### src/rtl/alu4_acc_ctrl.sv
// Accumulator sequencer around a combinational 4-bit ALU, with an instruction FIFO front end.
// Optional build macro ACC_SAT_EN: add/sub overflow saturates acc instead of wrapping.

module alu4 (
  input  logic [2:0] op,
  input  logic [3:0] a,
  input  logic [3:0] b,
  output logic [3:0] result,
  output logic       c,
  output logic       n,
  output logic       z,
  output logic       v
);
  logic [4:0] sum;

  always_comb begin
    sum    = '0;
    result = '0;
    c      = 1'b0;
    v      = 1'b0;
    case (op)
      3'b000: result = ~a;
      3'b001: result = ~b;
      3'b010: result = a & b;
      3'b011: result = a | b;
      3'b100: result = a ^ b;
      3'b101: result = ~(a ^ b);
      // sub is a + ~b + 1, so c=1 means no borrow
      3'b110: begin
        sum    = {1'b0, a} + {1'b0, ~b} + 5'd1;
        result = sum[3:0];
        c      = sum[4];
        v      = (a[3] != b[3]) && (sum[3] != a[3]);
      end
      default: begin
        sum    = {1'b0, a} + {1'b0, b};
        result = sum[3:0];
        c      = sum[4];
        v      = (a[3] == b[3]) && (sum[3] != a[3]);
      end
    endcase
    n = result[3];
    z = (result == 4'd0);
  end
endmodule

// state | meaning
// IDLE  | waiting for a queued instruction with hold low
// FETCH | pop FIFO head into op_r/b_r/ld_r
// EXEC  | write acc and flags, pulse out_valid next
module alu4_acc_ctrl #(
  parameter int FIFO_DEPTH = 4,
  parameter int FIFO_AW    = 2
) (
  input  logic       clk,
  input  logic       reset,
  input  logic       in_valid,
  output logic       in_ready,
  input  logic       in_ld,
  input  logic [2:0] in_op,
  input  logic [3:0] in_b,
  input  logic       hold,
  output logic [3:0] acc,
  output logic       c,
  output logic       n,
  output logic       z,
  output logic       v,
  output logic       out_valid,
  output logic       busy
);
  localparam logic [1:0] IDLE  = 2'd0;
  localparam logic [1:0] FETCH = 2'd1;
  localparam logic [1:0] EXEC  = 2'd2;

  logic [1:0]         state;
  logic [7:0]         fifo_mem [FIFO_DEPTH];
  logic [FIFO_AW-1:0] wr_ptr, rd_ptr;
  logic [FIFO_AW:0]   count;
  logic               full, push, pop, go;
  logic               ld_r;
  logic [2:0]         op_r;
  logic [3:0]         b_r;
  logic [3:0]         alu_result, acc_next;
  logic               alu_c, alu_n, alu_z, alu_v;

  assign full     = (count == (FIFO_AW+1)'(FIFO_DEPTH));
  assign in_ready = !full && !reset;
  assign push     = in_valid && in_ready;
  assign pop      = (state == FETCH);
  assign go       = (count != '0) && !hold;
  assign busy     = (state != IDLE) || (count != '0);

  alu4 u_alu4 (
    .op     (op_r),
    .a      (acc),
    .b      (b_r),
    .result (alu_result),
    .c      (alu_c),
    .n      (alu_n),
    .z      (alu_z),
    .v      (alu_v)
  );

  always_comb begin
    acc_next = alu_result;
`ifdef ACC_SAT_EN
    if (op_r[2:1] == 2'b11 && alu_v)
      acc_next = alu_result[3] ? 4'b0111 : 4'b1000;
`endif
  end

  // storage needs no reset: pointers and count define validity
  always_ff @(posedge clk) begin
    if (push)
      fifo_mem[wr_ptr] <= {in_ld, in_op, in_b};
  end

  always_ff @(posedge clk) begin
    if (reset) begin
      state     <= IDLE;
      wr_ptr    <= '0;
      rd_ptr    <= '0;
      count     <= '0;
      ld_r      <= 1'b0;
      op_r      <= '0;
      b_r       <= '0;
      acc       <= '0;
      c         <= 1'b0;
      n         <= 1'b0;
      z         <= 1'b0;
      v         <= 1'b0;
      out_valid <= 1'b0;
    end else begin
      out_valid <= (state == EXEC);
      if (push)
        wr_ptr <= wr_ptr + 1'b1;
      if (pop)
        rd_ptr <= rd_ptr + 1'b1;
      case ({push, pop})
        2'b10:   count <= count + 1'b1;
        2'b01:   count <= count - 1'b1;
        default: count <= count;
      endcase

      case (state)
        IDLE: if (go) state <= FETCH;
        FETCH: begin
          {ld_r, op_r, b_r} <= fifo_mem[rd_ptr];
          state             <= EXEC;
        end
        EXEC: begin
          if (ld_r) begin
            acc <= b_r;
            n   <= b_r[3];
            z   <= (b_r == 4'd0);
            c   <= 1'b0;
            v   <= 1'b0;
          end else begin
            acc <= acc_next;
            n   <= acc_next[3];
            z   <= (acc_next == 4'd0);
            c   <= alu_c;
            v   <= alu_v;
          end
          state <= go ? FETCH : IDLE;
        end
        default: state <= IDLE;
      endcase
    end
  end
endmodule

### config.mk
export PLATFORM = sky130hd
export DESIGN_NAME = alu4_acc_ctrl
export DESIGN_NICKNAME = d
export VERILOG_FILES = /design/src/rtl/alu4_acc_ctrl.sv
export SDC_FILE = /design/constraint.sdc
export NUM_CORES = 1
export LEC_CHECK = 0
export CORE_MARGIN = 1.5
export CORE_UTILIZATION = 28
export DETAILED_ROUTE_END_ITERATION = 8
export PLACE_DENSITY_LB_ADDON = 0.05
export SETUP_SLACK_MARGIN = 0.02
export SYNTH_ARGS = -nofsm -noshare
export SYNTH_HDL_FRONTEND = slang
export SYNTH_HIERARCHICAL = 1
export SYNTH_SLANG_ARGS = --single-unit
### constraint.sdc
create_clock -name clk -period 6.1 [get_ports clk]
set_input_delay 0.61 -clock clk [delete_from_list [all_inputs] [get_ports clk]]
set_output_delay 0.61 -clock clk [all_outputs]
set_load 0.02 [all_outputs]
* Word-level counts from Yosys, hierarchy flattened
Memory sizes are Yosys's and may differ from the RTL's. A register that Yosys moved wholly into a read port is not among the register bits.
Cells that the tools add are included.
** Word-level totals
- Logic and storage cells :: 71
- Register bits after elaboration :: 18
- Memory bits (read-only) :: 0
- Bits of input ports :: 12
- Memories :: 1
- Bits in writable memories :: 32
- Output and inout bits :: 11
- Bits in latches :: 0
** Operators by class
- Divide/modulo/power cells :: 0
- Mux-type cells :: 14
- Equality and inequality tests :: 16
- Reductions and logical operators :: 17
- Bitwise gates (word level) :: 6
- $mul :: 0
- Shifts and indexed selects :: 0
- Magnitude comparators :: 0
- Add/subtract/negate cells :: 7
** Memory list
- fifo_mem :: depth 4, bits a word 8, rd ports 1, clocked after Yosys merged registers in 1, write ports 1, RTL line 76 : logic [7:0] fifo_mem [FIFO_DEPTH];
** Operators with widths (count)
- 4-bit case mux with 7 select lines :: 1
- 3-bit equality test (second input constant) :: 4
- 4-bit NOT :: 3
- 4-bit by 4-bit adder with 5-bit output :: 2
- 4-bit logical NOT :: 2
- 1-bit 2-to-1 mux :: 7
- 3-bit by 2-bit equality test with 1-bit output (second input constant) :: 2
- 2-bit case mux with 3 select lines :: 1
- 3-bit case mux with 2 select lines :: 1
- 6-bit OR reduction :: 1
- 5-bit by 1-bit adder with 5-bit output (second input constant) :: 1
- 1-bit logical AND :: 5
- 2-bit by 1-bit adder with 2-bit output (second input constant) :: 2
- 4-bit bitwise AND :: 1
- 2-bit by 1-bit equality test with 1-bit output (second input constant) :: 2
- 2-bit equality test (second input constant) :: 2
- 4-bit 2-to-1 mux :: 1
- 4-bit bitwise OR :: 1
- 1-bit case mux with 2 select lines :: 2
- 2-bit nonzero test :: 2
- 4-bit bitwise XOR :: 1
- 3-bit by 1-bit adder with 3-bit output (second input constant) :: 1
- 3-bit by 1-bit equality test with 1-bit output (second input constant) :: 1
- 1-bit logical NOT :: 3
- other kinds (9) :: 11

* Longest topological paths before layout
- Depth after elaboration :: 7
- Mapped depth :: 11
- Gate-level depth less buffers :: 11

* By module
Netlist, hierarchy kept.
** Modules (own cells, without submodules)
- alu4_acc_ctrl :: cells each 168, sequential area each 1461.4 um2, area an instance 2262.2 um2, instances 1
- alu4 :: cells each 90, sequential area each 0.0 um2, area an instance 671.9 um2, instances 1

* Worst setup path after synthesis
OpenSTA, ideal clock, no wires.
- Path type :: register to register
- From :: register acc[0]
- To :: register z
- Cell stages (with the launch flop) :: 11
- Setup time :: 58 ps
- Period minus slack after synthesis :: 2733 ps
- Slack :: 3367 ps
- Data arrival time :: 2674 ps
- Path buffers :: 0
- Data required time :: 6042 ps
- Cells stage by stage :: dfxtp_1 > inv_1 > ha_1 > inv_1 > fa_1 > mux2_2 > o311ai_0 > a21oi_1 > or4_1 > o221ai_1 > o211a_1
** On the way
- Cells in the longest elaborated chain, start to end :: 5
- Elaborated cells between the ends (all ways) :: 11
- Classes of those cells :: 3 x add/sub; 2 x mux; 5 x bitwise; 1 x reduce/logical
** Ends and longest elaborated chain
- start: declaration :: RTL line 63 : output logic [3:0] acc,
- start signal: assignment :: RTL line 153 : acc <= b_r;
- start signal: assignment :: RTL line 159 : acc <= acc_next;
- 4-bit by 4-bit adder with 5-bit output :: RTL line 30 : sum = {1'b0, a} + {1'b0, ~b} + 5'd1;
- 5-bit by 1-bit adder with 5-bit output :: RTL line 30
- 4-bit case mux with 7 select lines (*) :: RTL line 21 : case (op)
- net acc_next[1] :: RTL line 83 : logic [3:0] alu_result, acc_next;
- 4-bit logical NOT (*)
- 1-bit 2-to-1 mux (*) :: RTL line 152 : if (ld_r) begin
- end signal: assignment :: RTL line 155 : z <= (b_r == 4'd0);
- end signal: assignment :: RTL line 161 : z <= (acc_next == 4'd0);
- end: declaration :: RTL line 66 : output logic z,
The timed path passes the listed nets; every way through them passes the cells marked *.
A chain may end at the register's enable or synchronous reset.

* Worst setup path in the final report
- From :: input reset
- To :: output in_ready
** On the way
- Cells in the longest elaborated chain, start to end :: 2
** Ends and longest elaborated chain
- start: declaration :: RTL line 56 : input logic reset,
- 1-bit logical NOT :: RTL line 87 : assign in_ready = !full && !reset;
- 1-bit logical AND :: RTL line 87
- end: declaration :: RTL line 58 : output logic in_ready,
No other way between the ends.

==> results.md <==
* Antenna violations before repair at 0
* Clock root buffer: clkbuf_8
* Hold Crit Endpoint: v
* LEAKAGE at 1.15 nW
* TritonCTS clock tree: done
* Cell Pwr Density at between 200 and 300 mW/mm²
* R2R depth at 10
* Final core area utilization at 33.1%
* Maxcap violations at 0
* Hold Buf Count CTS at 0
* Die Wd at 105 µm
* Commonest non-fill, non-tap cell in the layout: edfxtp_1
* Max_slew headroom at 34.8%
* Core area at roughly 0.010 mm²
* Drt wl/cell at between 10 and 15 µm
* Worst-path clk slew at 0.07 ns
* Startpoint Class: input port
* Hold-critical path depth at 2
* Final Hold Vio Count at 0
* Worst vdd ir at just over 0.09 mV
* Most frequent cells in the layout: 32 x edfxtp_1, 26 x nand2_1, 25 x dfxtp_1, 23 x inv_1, 22 x clkdlybuf4s50_1
* Final min period at approximately 3.0 ns
* Final hold slack at 0.459 ns
* Clock latency at the later pin of the worst-skew pair at around 0.33 ns
* Layout Nets at just over 300
* GRT Overall Usage at 12.1%
* Initial Util at 28.6%
* Setup violators final at 0
* Final Cycle Share at about half
* # diodes at 0
* Crit path kind: input port to output port
* Final setup TNS at 0 ns
* Via count at between 1,500 and 2,000
* Avg Vias per Cell at approximately 4.5
* Largest net degree at the start of global routing at 27
* Multi-input gate area at between 0.001 and 0.0015 mm²
* Critical Path RT at 5.49 ns
* IO buf count at 22
* Gr ovfl total at 0
* Critical Path AT at approximately 2.4 ns
* Drt first-iter violations at between 90 and 100
* Die ar. at 0.0111 mm²
* Layout cell share with drive strength beyond 1 at roughly 11%
* Status: finished, final reports clean
* First-pass GRT wire length at slightly above 10,000 µm
* Final GP Congestion at between 0.7 and 0.8
* Clock tree buffer depth at 2
* Filler cells at 1,051
* DP HPWL at 4300 µm
* Reg2reg setup slack at around 3.2 ns
* Die Ht at around 110 µm
* Reg area at 0.00146 mm²
* Max Slew Vio Count at 0
* Final wirelength at 6030 µm
* Reg2reg start: acc[0]
* Boundary Pins at 23
* Number of routed nets with antenna violations at 0
* Post-synthesis net count at roughly 290
* Row count at 37
* Worst flop-to-flop path endpoint: z
* DRC viols at 0
* Vias in the first global route at approximately 1,900
* Post-Syn Area at 0.00292 mm²
* Min-delay src: v
* Post-CTS setup buffers at 0
* Worst Skew at between 0.009 and 0.01 ns
* RSZ-0062 raised after global routing: no
* Gate Count Post-Synth at between 200 and 300
* Hold Crit Class: register to register
* Crit. End Element: output port
* Initial DRT Pass Iterations at 4
* CTS sink cnt at 57
* Tot Pwr at about 0.87 mW
* TritonCTS Buffers at 9
* Post-CTS resize count at 0
* CTS H-Tree Depth at 3
* Achievable Freq at 0.330 GHz
* Syn. warnings at 6
* Worst slew pin tran at about 0.98 ns
* P&R area growth vs syn at 16.0%
* Avg Inst Size Synth at 11.4 µm²
* Crit Path Max Fanout at 26
-- per-layer routing --
layer | track usage [%] | up-vias | part of all wire (%)
met5 | 0 | - | 0
met4 | 4.40 | 0 | 0.85
met3 | 3.43 | 4 | 2.4
met2 | 19.0 | 18 | 48
met1 | 15.9 | 902 | 49
li1 | - | 941 | -
-- worst max-delay path by stage --
stage / cells after the start / start / endpoint / slack [ns]
2_1_floorplan: 10 / acc[0] / z / 3.40
3_3_place_gp: 9 / reset / count[2] / 2.74
3_5_place_dp: 9 / reset / count[2] / 2.71
4_1_cts: 3 / reset / in_ready / 3.03
5_1_grt: 9 / reset / count[2] / 2.87
6_report: 3 / reset / in_ready / 3.07
-- registers in the layout, indices dropped and copies added (netlist names) --
signal / flops
c: 1
count: 3
v: 1
b_r: 4
out_valid: 1
op_r: 3
fifo_mem: 32
z: 1
acc: 4
ld_r: 1
wr_ptr: 2
rd_ptr: 2
state: 2
-- metrics by stage --
stage / worst slack [ns] / area, µm² / std cells
after floorplan: 3.40 / 2920 / 257
after global placement: 2.74 / 3210 / 400
after detailed placement: 2.71 / 3210 / 400
after CTS: 3.03 / 3390 / 416
after global routing: 2.87 / 3390 / 416
final: 3.07 / 3390 / 416
-- final cells by class --
cell class / count / share of cell area, %
Multi-Input combinational cell: 161 / 37.4
Clock inverter: 7 / 1.59
Clock buffer: 9 / 3.66
Tap cell: 136 / 5.02
Inverter: 24 / 2.66
Sequential cell: 57 / 43.1
Timing Repair Buffer: 22 / 6.50
-- report_power, final --
group	internal, mW	total (mW)	switching (mW)
clock network	0.150	0.314	0.164
logic	0.0525	0.110	0.0580
registers	0.423	0.442	0.0192
total	0.625	0.866	0.241
-- worst max-delay path, cell delays in order --
cell	delay (ns)
clkdlybuf4s50_1	0.91
nor2_1	0.27
clkdlybuf4s50_1	0.63
Power figures use the tool's default switching activity.
